**src/rtl/fetch_unit.sv**
```systemverilog
// Instruction fetch stage: owns the PC, runs the imem request/ready handshake
// and presents {pcPlus4, instruction} to IF/ID. Emits an all-zero NOP whenever
// no valid fetch is presented so IF/ID captures a bubble.
module fetch_unit #(
  parameter logic [31:0] RESET_PC = 32'h0000_0000
) (
  input  logic        clock,
  input  logic        reset,
  input  logic        PCWrite,
  input  logic        branchTaken,
  input  logic [31:0] branchTarget,
  input  logic        jump,
  input  logic [31:0] jumpTarget,
  input  logic        imemReady,
  input  logic [31:0] imemData,
  output logic        imemRequest,
  output logic [31:0] imemAddr,
  output logic [31:0] pc,
  output logic [31:0] pcPlus4,
  output logic [31:0] instruction,
  output logic        fetchValid
);

  typedef enum logic [1:0] {
    StFetch,
    StHold,
    StDiscard
  } state_e;

  state_e      r_state, w_state_next;
  logic [31:0] r_pc, w_pc_next;
  logic [31:0] r_hold, w_hold_next;
  logic [31:0] r_stale, w_stale_next;

  logic        w_redirect;
  logic [31:0] w_target;
  logic [31:0] w_pc_plus4;

  // Branch wins over jump; targets are forced word-aligned.
  assign w_redirect = branchTaken | jump;
  assign w_target   = {(branchTaken ? branchTarget[31:2] : jumpTarget[31:2]), 2'b00};
  assign w_pc_plus4 = r_pc + 32'd4;

  assign pc      = r_pc;
  assign pcPlus4 = w_pc_plus4;

  // State, PC and buffer registers with synchronous reset.
  always_ff @(posedge clock) begin
    if (reset) begin
      r_state <= StFetch;
      r_pc    <= RESET_PC;
      r_hold  <= 32'h0;
      r_stale <= 32'h0;
    end else begin
      r_state <= w_state_next;
      r_pc    <= w_pc_next;
      r_hold  <= w_hold_next;
      r_stale <= w_stale_next;
    end
  end

  // Next-state and handshake/output decode; a redirect always beats a stall.
  always_comb begin
    w_state_next = r_state;
    w_pc_next    = r_pc;
    w_hold_next  = r_hold;
    w_stale_next = r_stale;
    imemRequest  = 1'b0;
    imemAddr     = r_pc;
    fetchValid   = 1'b0;
    instruction  = 32'h0;

    unique case (r_state)
      StFetch: begin
        imemRequest = 1'b1;
        if (w_redirect) begin
          // Any returned word is dropped; an outstanding request must be drained.
          w_pc_next = w_target;
          if (!imemReady) begin
            w_stale_next = r_pc;
            w_state_next = StDiscard;
          end
        end else if (imemReady) begin
          fetchValid  = 1'b1;
          instruction = imemData;
          if (PCWrite) begin
            w_pc_next = w_pc_plus4;
          end else begin
            w_hold_next  = imemData;
            w_state_next = StHold;
          end
        end
      end
      StHold: begin
        if (w_redirect) begin
          w_pc_next    = w_target;
          w_state_next = StFetch;
        end else begin
          fetchValid  = 1'b1;
          instruction = r_hold;
          if (PCWrite) begin
            w_pc_next    = w_pc_plus4;
            w_state_next = StFetch;
          end
        end
      end
      StDiscard: begin
        // Keep the abandoned address on the bus until memory answers it.
        imemRequest = 1'b1;
        imemAddr    = r_stale;
        if (w_redirect) begin
          w_pc_next = w_target;
        end
        if (imemReady) begin
          w_state_next = StFetch;
        end
      end
      default: begin
        w_state_next = StFetch;
      end
    endcase

    // Reset cycle: no request, no valid output.
    if (reset) begin
      imemRequest = 1'b0;
      fetchValid  = 1'b0;
      instruction = 32'h0;
    end
  end

endmodule

```
**config.mk**
```make
export PLATFORM = sky130hd
export DESIGN_NAME = fetch_unit
export DESIGN_NICKNAME = d
export VERILOG_FILES = /design/src/rtl/fetch_unit.sv
export SDC_FILE = /design/constraint.sdc
export NUM_CORES = 1
export LEC_CHECK = 0
export BUFFER_PORTS_ARGS = -buffer_cell sky130_fd_sc_hd__buf_2
export CORE_MARGIN = 5
export CORE_UTILIZATION = 49
export CTS_CLUSTER_DIAMETER = 150
export DETAILED_ROUTE_END_ITERATION = 10
export GPL_ROUTABILITY_DRIVEN = 0
export GPL_TIMING_DRIVEN = 0
export HOLD_SLACK_MARGIN = 0.08
export PLACE_DENSITY_LB_ADDON = 0.05
export SLEW_MARGIN = 20
export SYNTH_ARGS = -nofsm -noshare
export SYNTH_HDL_FRONTEND = slang
export SYNTH_SLANG_ARGS = --single-unit
```
**constraint.sdc**
```tcl
create_clock -name clock -period 2.8 [get_ports clock]
set_input_delay 0.28 -clock clock [delete_from_list [all_inputs] [get_ports clock]]
set_output_delay 0.28 -clock clock [all_outputs]
set_load 0.005 [all_outputs]
```
==> out/metrics.yaml, run 1 <==
outcome:
  status: "finished clean"
drt:
  vias: 6641
  routed_wl_um: 19800
  route.detailed.drc: 0
  drtAntennaViolNets: 0
  drt-wirelength-per-cell_um: 16.4
  drtIter0Drc: 563
  viasPerCell: 5.51
  drtPass1Iterations: 6
pwr:
  powerDensity_nw_per_um2: 470
  ir_worst_vdd_v: 0.000416
  leakagePower_uw: 0.00330
hold_path:
  hold_class: "input pin to flop"
worst_setup_path:
  r2r-start: "r_state[0]$_SDFFE_PP0P_"
  required_ns: 3.00
  cp-endpoint: "pc[4]$_SDFFE_PP0P_"
  crit_arrival_ns: 2.94
  rr_worst_depth: 8
  cp-end-kind: "flop"
  cp_max_fo: 10
  path_class: "flop to flop"
  rrSetupSlack_ns: 0.07
  start_kind: "flop"
  rr_endpoint: "pc[4]$_SDFFE_PP0P_"
  critPathLaunch: "r_state[0]$_SDFFE_PP0P_"
clocking:
  insertion_delay_ns: 0.34
  numCtsBuffers: 9
  cts_tree: "built"
  clockBufferDepth: 2
  path_clk_slew_ns: 0.06
  cts_htree_levels: 3
  clock-root-buffer: "clkbuf_16"
  clock_sinks: 94
sta:
  min_period_ns: 2.73
  slew-limit-headroom_pct: 30.1
  skew_ns: 0.00736
  worst_pin_slew_ns: 1.05
  fin_setup_tns_ns: 0
  setup_violations: 0
  finalMaxSlewViolations: 0
  timing_hold_violations_final: 0
  fmax_mhz: 366
  fin_ws_ns: 0.0657
  fin_crit_sh_pct: 97.7
  rsz0062_at_grt: "false"
final_layout:
  fin_cells: 1205
  nets: 1161
  final_util_pct: 64.2
  syn_to_final_growth_pct: 28.8
  fillers: 1157
  diodes: 0
  final_layout_size_suffix_gt1_share_pct: 26.0
die:
  initial_utilization_pct: 49.9
  die_y_um: 118
  die_w_um: 118
  placementRows: 39
  io_pins: 232
  core-area_sq_um: 11400
  dieArea_sq_um: 13900
synthesis:
  synth_edf_count: 0
  netlist_area_sq_um: 5690
  synth_async_sr_flop_share_pct: 0
  synth_flop_cell: "dfxtp_1"
  yosys_warnings: 0
  synth_seq_cells: 94
  ys_types: 57
  ys_seq_area_share_pct: 33.1
  syn_avg_cell_area_sq_um: 6.95
  synthCells: 819
placement:
  dpl.hpwl_um: 14700
  port_buffers: 219
  placed_cells: 1186
  dp_slack_ns: 0.163
global_routing:
  antenna_found_initial: 1
  grt_max_degree: 15
  grt_use_total_pct: 27.6
  grt.overflow.total: 0
  grt_pass1_vias: 6251
  grt_pass1_wl_um: 31900
run:
  drv_cap: 0
## cell type report
type / count / area (sq um) / share of cell area, %
inverter: 11 / 41.3 / 0.563
buffer: 83 / 355 / 4.85
sequential: 94 / 1880 / 25.7
tap: 143 / 179 / 2.44
clock buffer: 11 / 243 / 3.31
timing repair buffer: 223 / 1130 / 15.4
multi-input combinational: 636 / 3460 / 47.1
clock inverter: 4 / 47.5 / 0.648
## timing repair
item / 4_1_cts / 5_1_grt
hold buffers: 0 / 0
cloned: 0 / 0
pin swaps: 0 / 3
setup endpoints to repair: 2 / 36
setup buffers: 0 / 4
resized for setup: 3 / 5
## metal layers
layer | GRT usage (%) | up-vias | wire length, um
met5 | 0 | - | 13
met4 | 7.10 | 2 | 364
met3 | 7.30 | 35 | 1940
met2 | 46.3 | 312 | 9450
met1 | 35.1 | 3023 | 8040
li1 | - | 3269 | -
## logic make-up (layout without fill, tap and decap cells)
family | Yosys count | in the layout | share of synthesized area (%)
adders and majority gates | 1 | 1 | 0.220
buffers and inverters | 94 | 332 | 6.94
DFF | 94 | 94 | 33.1
AOI/OAI and AO/OA | 192 | 192 | 20.5
other | 1 | 6 | 0.0659
and+or+nand+nor | 389 | 389 | 31.4
xor gates and xnor gates | 28 | 28 | 4.31
muxes | 20 | 20 | 3.52
## power breakdown
part           internal [uW]  switching, uW  leakage (uW)
clock network            710            522      0.000141
registers               1400           65.6      0.000768
logic                    300            442       0.00239
total                   2410           1030       0.00330
## placed cells by master, fill, tap and decap left out, types with 7 or more instances in the layout
| cell | count |
|---|---|
| nor2_1 | 67 |
| inv_1 | 10 |
| clkbuf_16 | 9 |
| o21ai_1 | 8 |
| clkbuf_1 | 62 |
| xor2_1 | 10 |
| buf_2 | 232 |
| dfxtp_1 | 92 |
| buf_4 | 11 |
| o21ai_0 | 19 |
| nand3_1 | 16 |
| a21oi_1 | 91 |
| a22oi_1 | 37 |
| nor3_1 | 8 |
| nand4_1 | 9 |
| o211ai_1 | 7 |
| mux2i_1 | 20 |
| xnor2_1 | 18 |
| nand2_1 | 233 |
## cell usage after synthesis (2+ instances only)
| cell | number | area share [%] |
|---|---|---|
| nand2_1 | 233 | 15 |
| dfxtp_1 | 94 | 33 |
| a21oi_1 | 91 | 8.0 |
| nor2_1 | 67 | 4.4 |
| clkbuf_1 | 62 | 4.1 |
| a22oi_1 | 37 | 4.9 |
| mux2i_1 | 20 | 3.5 |
| o21ai_0 | 19 | 1.7 |
| xnor2_1 | 18 | 2.8 |
| nand3_1 | 17 | 1.5 |
| buf_2 | 13 | 1.1 |
| inv_1 | 10 | 0.66 |
| xor2_1 | 10 | 1.5 |
| nand4_1 | 9 | 0.99 |
| nor3_1 | 9 | 0.79 |
| o21ai_1 | 8 | 0.70 |
| buf_4 | 7 | 0.92 |
| o211ai_1 | 7 | 0.92 |
| or3_1 | 6 | 0.66 |
| a31oi_1 | 5 | 0.55 |
| nand2b_1 | 5 | 0.55 |
| nor2b_1 | 5 | 0.55 |
| nor4_1 | 5 | 0.55 |
| or4_1 | 5 | 0.66 |
| a221oi_1 | 4 | 0.62 |
| and4_1 | 4 | 0.62 |
| nor4_4 | 4 | 1.5 |
| o32ai_1 | 4 | 0.62 |
| a21o_1 | 3 | 0.40 |
| and3_1 | 3 | 0.33 |
| nand3b_1 | 3 | 0.40 |
| a22o_1 | 2 | 0.31 |
| a41oi_1 | 2 | 0.31 |
| and2_1 | 2 | 0.22 |
| nor3b_1 | 2 | 0.26 |
| o31a_1 | 2 | 0.31 |
| or2_1 | 2 | 0.22 |
## state kept, by name (all words and copies together), names as in the netlist
name and cells:
r_hold 32, r_stale 30, pc 30, r_state 2
## worst max-delay path, stage by stage, from the launching register on
cell,delay (ns)
dfxtp_1,0.35
buf_2,0.25
nor2b_1,0.07
clkbuf_1,0.28
nor2_1,0.79
buf_2,0.42
o21ai_0,0.14
a32oi_1,0.24
nor2_1,0.08
## stage by stage
stage	cell area [sq um]	total power (uW)	hold slack [ns]
5_1_grt	7330	3590	0.164
4_1_cts	7290	3450	0.139
3_3_place_gp	6990	2230	0.443
3_5_place_dp	6990	2230	0.447
2_1_floorplan	5710	1890	0.357
6_report	7330	3440	0.152
## how the worst min path moves through the flow
stage                            start                      end  cells past startpoint
2_1_floorplan                  PCWrite  r_state[0]$_SDFFE_PP0P_                      1
3_3_place_gp   r_hold[27]$_SDFFE_PP0P_  r_hold[27]$_SDFFE_PP0P_                      2
3_5_place_dp   r_stale[2]$_SDFFE_PP0P_  r_stale[2]$_SDFFE_PP0P_                      2
4_1_cts                        PCWrite  r_state[0]$_SDFFE_PP0P_                      2
5_1_grt                        PCWrite  r_state[0]$_SDFFE_PP0P_                      2
6_report                       PCWrite  r_state[0]$_SDFFE_PP0P_                      2
Power figures use the tool's default switching activity.
==> run 2: changes to the inputs <==
Settings changed: SETUP_SLACK_MARGIN from default to 0.15.
==> out/metrics.yaml, run 2 (synthesis gave the netlist of run 1 again) <==
die:
  core-area_sq_um: 11400  # unchanged
  die_y_um: 118  # unchanged
  io_pins: 232  # unchanged
  placementRows: 39  # unchanged
  die_w_um: 118  # unchanged
  dieArea_sq_um: 13900  # unchanged
  initial_utilization_pct: 49.9  # unchanged
worst_setup_path:
  start_kind: "flop"
  required_ns: 2.52  # -0.48 ns
  crit_arrival_ns: 2.40  # -0.54 ns
  path_class: "flop to output port"
  cp-end-kind: "output port"
  cp_max_fo: 8  # -2
sta:
  timing_hold_violations_final: 0  # unchanged
  fmax_mhz: 373  # +2.1%
  fin_setup_tns_ns: 0  # unchanged
  slew-limit-headroom_pct: 31.9  # +1.8 points
  rsz0062_at_grt: "true"
  skew_ns: 0.00676  # -0.000602 ns
  min_period_ns: 2.68  # -0.0552 ns
  worst_pin_slew_ns: 1.02  # -0.0270 ns
  finalMaxSlewViolations: 0  # unchanged
  fin_crit_sh_pct: 95.7  # -2.0 points
  hold_slack_ns: 0.157  # +0.00518 ns
  setup_violations: 0  # unchanged
  fin_ws_ns: 0.121  # +0.0552 ns
global_routing:
  grtUsageMet3_pct: 7.98  # +0.67 points
  grt_pass1_wl_um: 32100  # +0.52%
  grt_max_degree: 15  # unchanged
  antenna_found_initial: 1  # unchanged
  met1_usage_pct: 34.8  # -0.27 points
  use_met2_pct: 46.7  # +0.46 points
  grt_pass1_vias: 6285  # +0.54%
  grt.overflow.total: 0  # unchanged
  grt_use_total_pct: 27.7  # +0.14 points
  grt_busiest_layer: "met2"
clocking:
  cts_tree: "built"
  numCtsBuffers: 9  # unchanged
  clock-root-buffer: "clkbuf_16"
  path_clk_slew_ns: 0.07  # about the same
  cts_hold_buf: 0  # unchanged
  clockBufferDepth: 2  # unchanged
  clock_sinks: 94  # unchanged
  cts_htree_levels: 3  # unchanged
  insertion_delay_ns: 0.34  # about the same
pwr:
  leakagePower_uw: 0.00337  # +2.0%
  p_total_uw: 3450  # +0.32%
  ir_worst_vdd_v: 0.000400  # -3.8%
  powerDensity_nw_per_um2: 467  # -0.45%
final_layout:
  regMostFlops: "r_hold"
  fillers: 1158  # +0.086%
  layout.cells.most_common: "nand2_1"
  final_cell_mix: "nand2_1, buf_2, a21oi_1"
  final_layout_size_suffix_gt1_share_pct: 27.7  # +1.7 points
  multi_input_area_sq_um: 3470  # +0.25%
  largest_reg_flops: 32  # unchanged
  final_cell_area_sq_um: 7390  # +0.77%
  syn_to_final_growth_pct: 29.8
  nets: 1163  # +0.17%
  seq_area_sq_um: 1900  # +0.60%
  diodes: 0  # unchanged
placement:
  dpl.hpwl_um: 14700  # unchanged
  port_buffers: 219  # unchanged
  place_area_sq_um: 6990  # unchanged
  dp_slack_ns: 0.163  # unchanged
outcome:
  status: "finished clean"
drt:
  routed_wl_um: 20000  # +0.86%
  drtIter0Drc: 588  # +4.4%
  drt-wirelength-per-cell_um: 16.6  # +0.70%
  viasPerCell: 5.50  # -0.21%
  route.detailed.drc: 0  # unchanged
  vias: 6638  # -0.045%
  drtPass1Iterations: 6  # unchanged
  drtAntennaViolNets: 0  # unchanged
hold_path:
  hold_class: "input pin to flop"
run:
  drv_cap: 0  # unchanged
## run 2: cell types whose count changed in the layout (fill, tap and decap cells not counted)
| cell | before | now |
|---|---|---|
| clkbuf_1 | 62 | 51 |
| nor3_2 | 2 | 1 |
| buf_2 | 232 | 229 |
| nor3_4 | 0 | 1 |
| nor2_2 | 0 | 1 |
| dfxtp_1 | 92 | 87 |
| dfxtp_2 | 2 | 5 |
| nor2_1 | 67 | 66 |
| dfxtp_4 | 0 | 2 |
| buf_4 | 11 | 16 |
| clkbuf_2 | 1 | 12 |
## run 2: through the flow
stage	cells	util, %
3_5_place_dp	1186	61.2
5_1_grt	1207	64.7
3_3_place_gp	1186	61.2
2_1_floorplan	824	-
4_1_cts	1205	64.2
6_report	1207	64.7
## run 2: worst paths after layout
check                               start  cells past startpoint  slack (ns)                      end
setup / recovery       pc[9]$_SDFFE_PP0P_                      7        0.12              pcPlus4[28]
hold / removal                    PCWrite                      2        0.16  r_state[0]$_SDFFE_PP0P_
setup reg to reg  r_state[0]$_SDFFE_PP0P_                      8        0.36       pc[4]$_SDFFE_PP0P_
hold reg to reg    r_hold[2]$_SDFFE_PP0P_                      2        0.46   r_hold[2]$_SDFFE_PP0P_
## run 2: final cells by class
class | instances | area share [%]
clock inverter | 4 | 0.643
tap | 143 | 2.42
buffer | 83 | 5.10
multi-input combinational | 636 | 46.9
timing repair buffer | 225 | 15.4
clock buffer | 11 | 3.28
sequential | 94 | 25.7
inverter | 11 | 0.559
## run 2: metal layers
layer / wire length, um / share of wire [%]
met5: 13 / 0.065
met4: 349 / 1.7
met3: 1850 / 9.3
met2: 9600 / 48
met1: 8180 / 41
## run 2: critical path: stages, from the launching register on
cell and delay (ns):
dfxtp_1 0.33, buf_4 0.17, nand4_4 0.16, or4_1 0.49
buf_4 0.20, nor4_4 0.30, xor2_1 0.25, buf_2 0.16
## run 2: what timing repair did
item / in CTS / in global routing
buffers inserted: 4 / 2
resized for setup: 9 / 36
cloned: 0 / 0
endpoints found under the setup margin: 30 / 53
pin swaps: 3 / 2
hold endpoints to repair: 0 / 0
## run 2: where the power goes
part	total [uW]	leakage, uW	switching [uW]	internal [uW]
clock network	1240	0.000141	527	710
registers	1470	0.000770	65.7	1400
logic	747	0.00246	443	304
total	3450	0.00337	1040	2420
